<file path="config.mk">
export PLATFORM = sky130hd
export DESIGN_NAME = spi_fetch_master
export DESIGN_NICKNAME = d
export VERILOG_FILES = /design/src/rtl/spi_cpu_pkg.sv /design/src/rtl/spi_sck_gen.sv /design/src/rtl/spi_fetch_master.sv
export SDC_FILE = /design/constraint.sdc
export NUM_CORES = 1
export LEC_CHECK = 0
export ABC_AREA = 1
export BUFFER_PORTS_ARGS = -buffer_cell sky130_fd_sc_hd__buf_2
export CORE_ASPECT_RATIO = 0.5
export CORE_UTILIZATION = 57
export DETAILED_ROUTE_END_ITERATION = 12
export PLACE_DENSITY = 0.89
export SYNTH_ARGS = -nofsm -noshare
export SYNTH_HDL_FRONTEND = slang
export SYNTH_SLANG_ARGS = --single-unit
</file>
<file path="constraint.sdc">
create_clock -name clk -period 1.7 [get_ports clk]
set_input_delay 0.085 -clock clk [delete_from_list [all_inputs] [get_ports clk]]
set_output_delay 0.085 -clock clk [all_outputs]
set_load 0.05 [all_outputs]
</file>
<file path="src/rtl/spi_cpu_pkg.sv">
// Shared SPI fetch definitions: READ opcode, address width and fetch FSM states.
// Burst builds (SPI_FETCH_BURST_EN) add the HOLD state.
package spi_cpu_pkg;

  localparam logic [7:0] SPI_CMD_READ = 8'h03;
  localparam int SPI_ADDR_W = 16;

  typedef enum logic [2:0] {
    ST_IDLE,
    ST_CMD,
    ST_ADDR,
    ST_DATA,
    ST_DONE,
    ST_GAP
`ifdef SPI_FETCH_BURST_EN
    , ST_HOLD
`endif
  } fetch_state_t;

  // Full 32-bit serial frame: opcode, address, then 8 don't-care bits for the data phase.
  function automatic logic [31:0] read_frame(input logic [SPI_ADDR_W-1:0] addr);
    return {SPI_CMD_READ, addr, 8'h00};
  endfunction

endpackage

</file>
<file path="src/rtl/spi_sck_gen.sv">
// Mode-0 SCK generator: CLK_DIV clk cycles per half-period, low phase first.
// rise/fall strobes are high on the cycle whose closing clk edge changes sck.
module spi_sck_gen #(
  parameter int CLK_DIV = 2
) (
  input  logic clk,
  input  logic rst,
  input  logic start,
  input  logic en,
  output logic sck,
  output logic rise,
  output logic fall
);

  localparam logic [3:0] HALF_LAST = 4'(CLK_DIV - 1);

  logic [3:0] cnt_reg;
  logic       sck_reg;
  logic       wrap;

  assign wrap = en && !start && (cnt_reg == HALF_LAST);
  assign rise = wrap && !sck_reg;
  assign fall = wrap && sck_reg;
  assign sck  = sck_reg;

  always_ff @(posedge clk) begin
    if (rst || start) begin
      cnt_reg <= 4'd0;
      sck_reg <= 1'b0;
    end else if (en) begin
      if (cnt_reg == HALF_LAST) begin
        cnt_reg <= 4'd0;
        sck_reg <= ~sck_reg;
      end else begin
        cnt_reg <= cnt_reg + 4'd1;
      end
    end
  end

endmodule

</file>
<file path="src/rtl/spi_fetch_master.sv">
// Instruction-byte fetcher: READ (0x03) + 16-bit address + 1 data byte over SPI mode 0.
// Define SPI_FETCH_BURST_EN to keep cs_n low after a fetch and stream sequential bytes.
module spi_fetch_master
  import spi_cpu_pkg::*;
#(
  parameter int CLK_DIV = 2,
  parameter int CS_GAP  = 2
) (
  input  logic                  clk,
  input  logic                  rst,
  input  logic                  fetch_req,
  input  logic [SPI_ADDR_W-1:0] fetch_addr,
  output logic                  fetch_ready,
  output logic                  fetch_valid,
  output logic [7:0]            fetch_data,
  output logic                  spi_cs_n,
  output logic                  spi_sck,
  output logic                  spi_mosi,
  input  logic                  spi_miso
);

  localparam logic [3:0] GAP_LAST = 4'(CS_GAP - 1);

  fetch_state_t state_reg;
  logic [31:0]  shift_reg;
  logic [4:0]   bit_cnt_reg;
  logic [3:0]   gap_cnt_reg;
  logic         cs_n_reg;
  logic         mosi_reg;
  logic         valid_reg;
  logic [7:0]   data_reg;
  logic         ready_reg;

  logic sck_start, sck_en, sck_rise, sck_fall;

  assign sck_en = (state_reg == ST_CMD) || (state_reg == ST_ADDR) || (state_reg == ST_DATA);

`ifdef SPI_FETCH_BURST_EN
  logic [SPI_ADDR_W-1:0] last_addr_reg;
  logic                  hold_seq;
  logic                  gap_launch;

  assign hold_seq   = (state_reg == ST_HOLD) && fetch_req &&
                      (last_addr_reg != 16'hFFFF) && (fetch_addr == last_addr_reg + 16'd1);
  assign gap_launch = (state_reg == ST_GAP) && (gap_cnt_reg == 4'd0);
  assign sck_start  = ((state_reg == ST_IDLE) && fetch_req) || hold_seq || gap_launch;
`else
  assign sck_start  = (state_reg == ST_IDLE) && fetch_req;
`endif

  spi_sck_gen #(.CLK_DIV(CLK_DIV)) u_sck_gen (
    .clk   (clk),
    .rst   (rst),
    .start (sck_start),
    .en    (sck_en),
    .sck   (spi_sck),
    .rise  (sck_rise),
    .fall  (sck_fall)
  );

  always_ff @(posedge clk) begin
    if (rst) begin
      state_reg   <= ST_IDLE;
      shift_reg   <= 32'd0;
      bit_cnt_reg <= 5'd0;
      gap_cnt_reg <= 4'd0;
      cs_n_reg    <= 1'b1;
      mosi_reg    <= 1'b0;
      valid_reg   <= 1'b0;
      data_reg    <= 8'h00;
      ready_reg   <= 1'b1;
`ifdef SPI_FETCH_BURST_EN
      last_addr_reg <= '0;
`endif
    end else begin
      valid_reg <= 1'b0;
      case (state_reg)
        ST_IDLE: begin
          if (fetch_req) begin
            shift_reg   <= read_frame(fetch_addr);
            mosi_reg    <= SPI_CMD_READ[7];
            cs_n_reg    <= 1'b0;
            ready_reg   <= 1'b0;
            bit_cnt_reg <= 5'd0;
            state_reg   <= ST_CMD;
`ifdef SPI_FETCH_BURST_EN
            last_addr_reg <= fetch_addr;
`endif
          end
        end
        ST_CMD, ST_ADDR, ST_DATA: begin
          // MISO shifts in at every rise; only the last 8 samples matter.
          if (sck_rise)
            shift_reg <= {shift_reg[30:0], spi_miso};
          if (sck_fall) begin
            bit_cnt_reg <= bit_cnt_reg + 5'd1;
            mosi_reg    <= (bit_cnt_reg < 5'd23) ? shift_reg[31] : 1'b0;
            if (bit_cnt_reg == 5'd7)
              state_reg <= ST_ADDR;
            if (bit_cnt_reg == 5'd23)
              state_reg <= ST_DATA;
            if (bit_cnt_reg == 5'd31) begin
              state_reg <= ST_DONE;
              valid_reg <= 1'b1;
              data_reg  <= shift_reg[7:0];
            end
          end
        end
        ST_DONE: begin
`ifdef SPI_FETCH_BURST_EN
          state_reg <= ST_HOLD;
          ready_reg <= 1'b1;
`else
          state_reg   <= ST_GAP;
          cs_n_reg    <= 1'b1;
          gap_cnt_reg <= GAP_LAST;
`endif
        end
        ST_GAP: begin
          if (gap_cnt_reg == 4'd0) begin
`ifdef SPI_FETCH_BURST_EN
            // GAP is only reached from a non-sequential HOLD request; replay it in full.
            shift_reg   <= read_frame(last_addr_reg);
            mosi_reg    <= SPI_CMD_READ[7];
            cs_n_reg    <= 1'b0;
            bit_cnt_reg <= 5'd0;
            state_reg   <= ST_CMD;
`else
            state_reg <= ST_IDLE;
            ready_reg <= 1'b1;
`endif
          end else begin
            gap_cnt_reg <= gap_cnt_reg - 4'd1;
          end
        end
`ifdef SPI_FETCH_BURST_EN
        ST_HOLD: begin
          if (fetch_req) begin
            ready_reg     <= 1'b0;
            last_addr_reg <= fetch_addr;
            if (hold_seq) begin
              state_reg   <= ST_DATA;
              bit_cnt_reg <= 5'd24;
              mosi_reg    <= 1'b0;
            end else begin
              state_reg   <= ST_GAP;
              cs_n_reg    <= 1'b1;
              gap_cnt_reg <= GAP_LAST;
            end
          end
        end
`endif
        default: state_reg <= ST_IDLE;
      endcase
    end
  end

  assign fetch_ready = ready_reg;
  assign fetch_valid = valid_reg;
  assign fetch_data  = data_reg;
  assign spi_cs_n    = cs_n_reg;
  assign spi_mosi    = mosi_reg;

endmodule
</file>
==> flow_metrics.tcl <==
set metrics [dict create \
    drt_wl_total_um 7150 \
    required_ps 1960 \
    post-place-cells 458 \
    pwr-share-seq 0.347 \
    intPower_uw 3050 \
    synth_seq_cells 61 \
    fin_nets 431 \
    synth_cell_types 30 \
    dr_wl_met3_um 536 \
    wire_per_inst_um 15.0 \
    fmax_mhz 606 \
    top_layer "met4" \
    power_switching_share 0.416 \
    syn_inst 370 \
    port_buffers 32 \
    wl_met1_um 2920 \
    p_leak_uw 0.00138 \
    synth_top_family_by_area "simple AND/OR/NAND/NOR gates" \
    yosys_most_used_dff "dfxtp_1" \
    ant_nets 0 \
    grt_usage 0.266 \
    vias_per_cell 5.67 \
    yosys.area_share.simple 0.368 \
    drcViolationCount 0 \
    cp_slowest_stage_delay_ps 320 \
    die_y_um 51.2 \
    dp_hpwl_um 4100 \
    peakVddDrop_v 0.00119 \
    combinationalPowerShare 0.417 \
    grt_max_degree 49 \
    core_area_mm2 0.00451 \
    hp-class "input port to flip-flop" \
    worstPathArrival_ps 1910 \
    fin_cells 476 \
    hold_viol 0 \
    syn_area_mm2 0.00275 \
    slowest_stage "dfxtp_1" \
    grt.overflow.total 0 \
    first_global_vias 2465 \
    synthAdderAreaFrac 0.0182 \
    clock_path_buffers 2 \
    crit_path_cell_trace "nor2_1, nand3_2, nand2_4, buf_12, nand3_1, a21oi_1" \
    drv_slew 0 \
    dpl_cell_area_mm2 0.00299 \
    tightest_slew_ps 370 \
    pwr-share-clk 0.235 \
    grt_pass1_wl_um 10500 \
    dr.pass1.iters 5 \
    drv_cap 0 \
    async_flop_share 0 \
    netlist_top_cells_area "dfxtp_1 (44%), nand2_1 (10%), nor2_1 (9.1%)" \
    synth_edf_count 0 \
    yosysTopAreaCell "dfxtp_1" \
    ys_seq_area_frac 0.443 \
    powerDensity_mw_per_mm2 1610 \
    synth_nets 394 \
    avgSynthCellArea_um2 7.44 \
    ios 33 \
    tritoncts "done" \
    antenna_found_initial 0 \
    vias 2701 \
    fin_worst_skew_ps 7.12 \
    fp-row-count 17 \
    finalCritPeriodShare 0.971 \
    switching_power_uw 2170 \
    synthMuxAreaShare 0 \
    insertion_delay_ps 340 \
    cts.sinks 61 \
    cp_max_fo 48 \
    largest_reg_flops 32 \
    root_buffer "clkbuf_8" \
    die_x_um 100 \
    max_slew_margin 0.750 \
    critical-path-top-delay-family "simple AND/OR/NAND/NOR gates" \
    area_delta_synth_final_pct 17.8 \
    synth_top_cell_area_share 0.443 \
    fin_area_mm2 0.00324 \
    period_needed_ps 1650 \
    cts_buffers 9 \
    synth_compound_area_frac 0.110 \
    status "finished, final reports clean" \
    synth.most_common_cell "nand2_1" \
    crit_type "flip-flop to flip-flop" \
    path_clk_slew_ps 60 \
    drt_iter0_markers 251 \
    ys_top_cells_by_count "nand2_1 (77), nor2_1 (67), dfxtp_1 (61), nand3_1 (48), a21oi_1 (19)" \
    crit_path_end_kind "flip-flop" \
    dieArea_mm2 0.00513 \
    cp_num_buf_inv 1 \
    start_util 0.611 \
    setup_violations 0 \
    finalWeightedCongestion 0.803 \
    fin_total_pwr_uw 5220 \
    synth_warnings 0 \
    drive_gt1_frac 0.241 \
    cp-start-kind "flip-flop" \
    synth-xor-area-share 0 \
    h-tree-depth 3 \
    wl_met2_um 3410 \
    n_antenna_cell 0 \
]
-- worst paths after layout --
check,startpoint,to,slack (ps),depth (start not counted)
worst max-delay path,state_reg[0],shift_reg[28],50,6
worst min-delay path,spi_miso,shift_reg[0],9,3
worst max register to register,state_reg[0],shift_reg[28],50,6
worst min register to register,gap_cnt_reg[3],gap_cnt_reg[3],480,2
-- area by class of cell --
cell class / instances / area (um^2)
clock buffers: 12 / 145
clock inverters: 2 / 35.0
fillers: 338 / 1260
inverters: 18 / 67.6
multi-input cells: 273 / 1410
flip-flops and latches: 61 / 1230
well taps: 66 / 82.6
repair buffers: 44 / 278
-- metrics by stage --
| step | utilization | setup TNS (ps) | setup slack [ps] | hold WS (ps) |
|---|---|---|---|---|
| after floorplan | - | 0 | 143 | 154 |
| after detailed placement | 0.662 | 0 | 60.0 | 333 |
| after global routing | 0.719 | -132 | -55.3 | 14.4 |
| after global placement | 0.662 | 0 | 175 | 326 |
| final | 0.719 | 0 | 50.1 | 8.52 |
| after CTS | 0.704 | 0 | 15.9 | 6.61 |
-- power groups by stage --
stage / Clock [uW] / Combinational, uW / Sequential [uW]
2_1_floorplan: 0 / 1550 / 1860
5_1_grt: 1290 / 2410 / 1840
4_1_cts: 1240 / 2060 / 1800
3_5_place_dp: 0 / 2040 / 1830
6_report: 1230 / 2180 / 1810
3_3_place_gp: 0 / 1940 / 1810
-- per-layer routing --
| metal | track usage | vias to the layer above |
|---|---|---|
| li1 | - | 1279 |
| met5 | 0 | - |
| met1 | 0.297 | 1247 |
| met2 | 0.475 | 139 |
| met3 | 0.0821 | 36 |
| met4 | 0.121 | 0 |
-- worst register-to-register path, cell delays in order (launching register included) --
cell and delay (ps):
dfxtp_1 320, nor2_1 310, nand3_2 280, nand2_4 160, buf_12 230, nand3_1 110
a21oi_1 170
-- placed cells by master (no fill, tap or decap), types with 5 or more instances in the layout --
cell type  instances
a21oi_1           18
a21oi_2           11
buf_2             32
buf_4              9
clkbuf_8          10
dfxtp_1           59
inv_1             12
inv_2              6
nand2_1           76
nand2_4            5
nand3_1           47
nand3_2           12
nor2_1            66
o21ai_0           18
-- kinds of logic after synthesis --
| logic type | Yosys count |
|---|---|
| buffers and inverters | 36 |
| AND/OR/NAND/NOR | 218 |
| AO/OA/AOI/OAI | 51 |
| adder cells (fa/ha/maj) | 4 |
| flip-flops | 61 |
-- repair_timing --
item | CTS | global route
hold buffers | 1 | 0
gates resized for setup | 0 | 14
hold endpoints to repair | 2 | 0
setup buffers | 0 | 3
endpoints found under the setup margin | 0 | 4
Power figures use the tool's default switching activity.
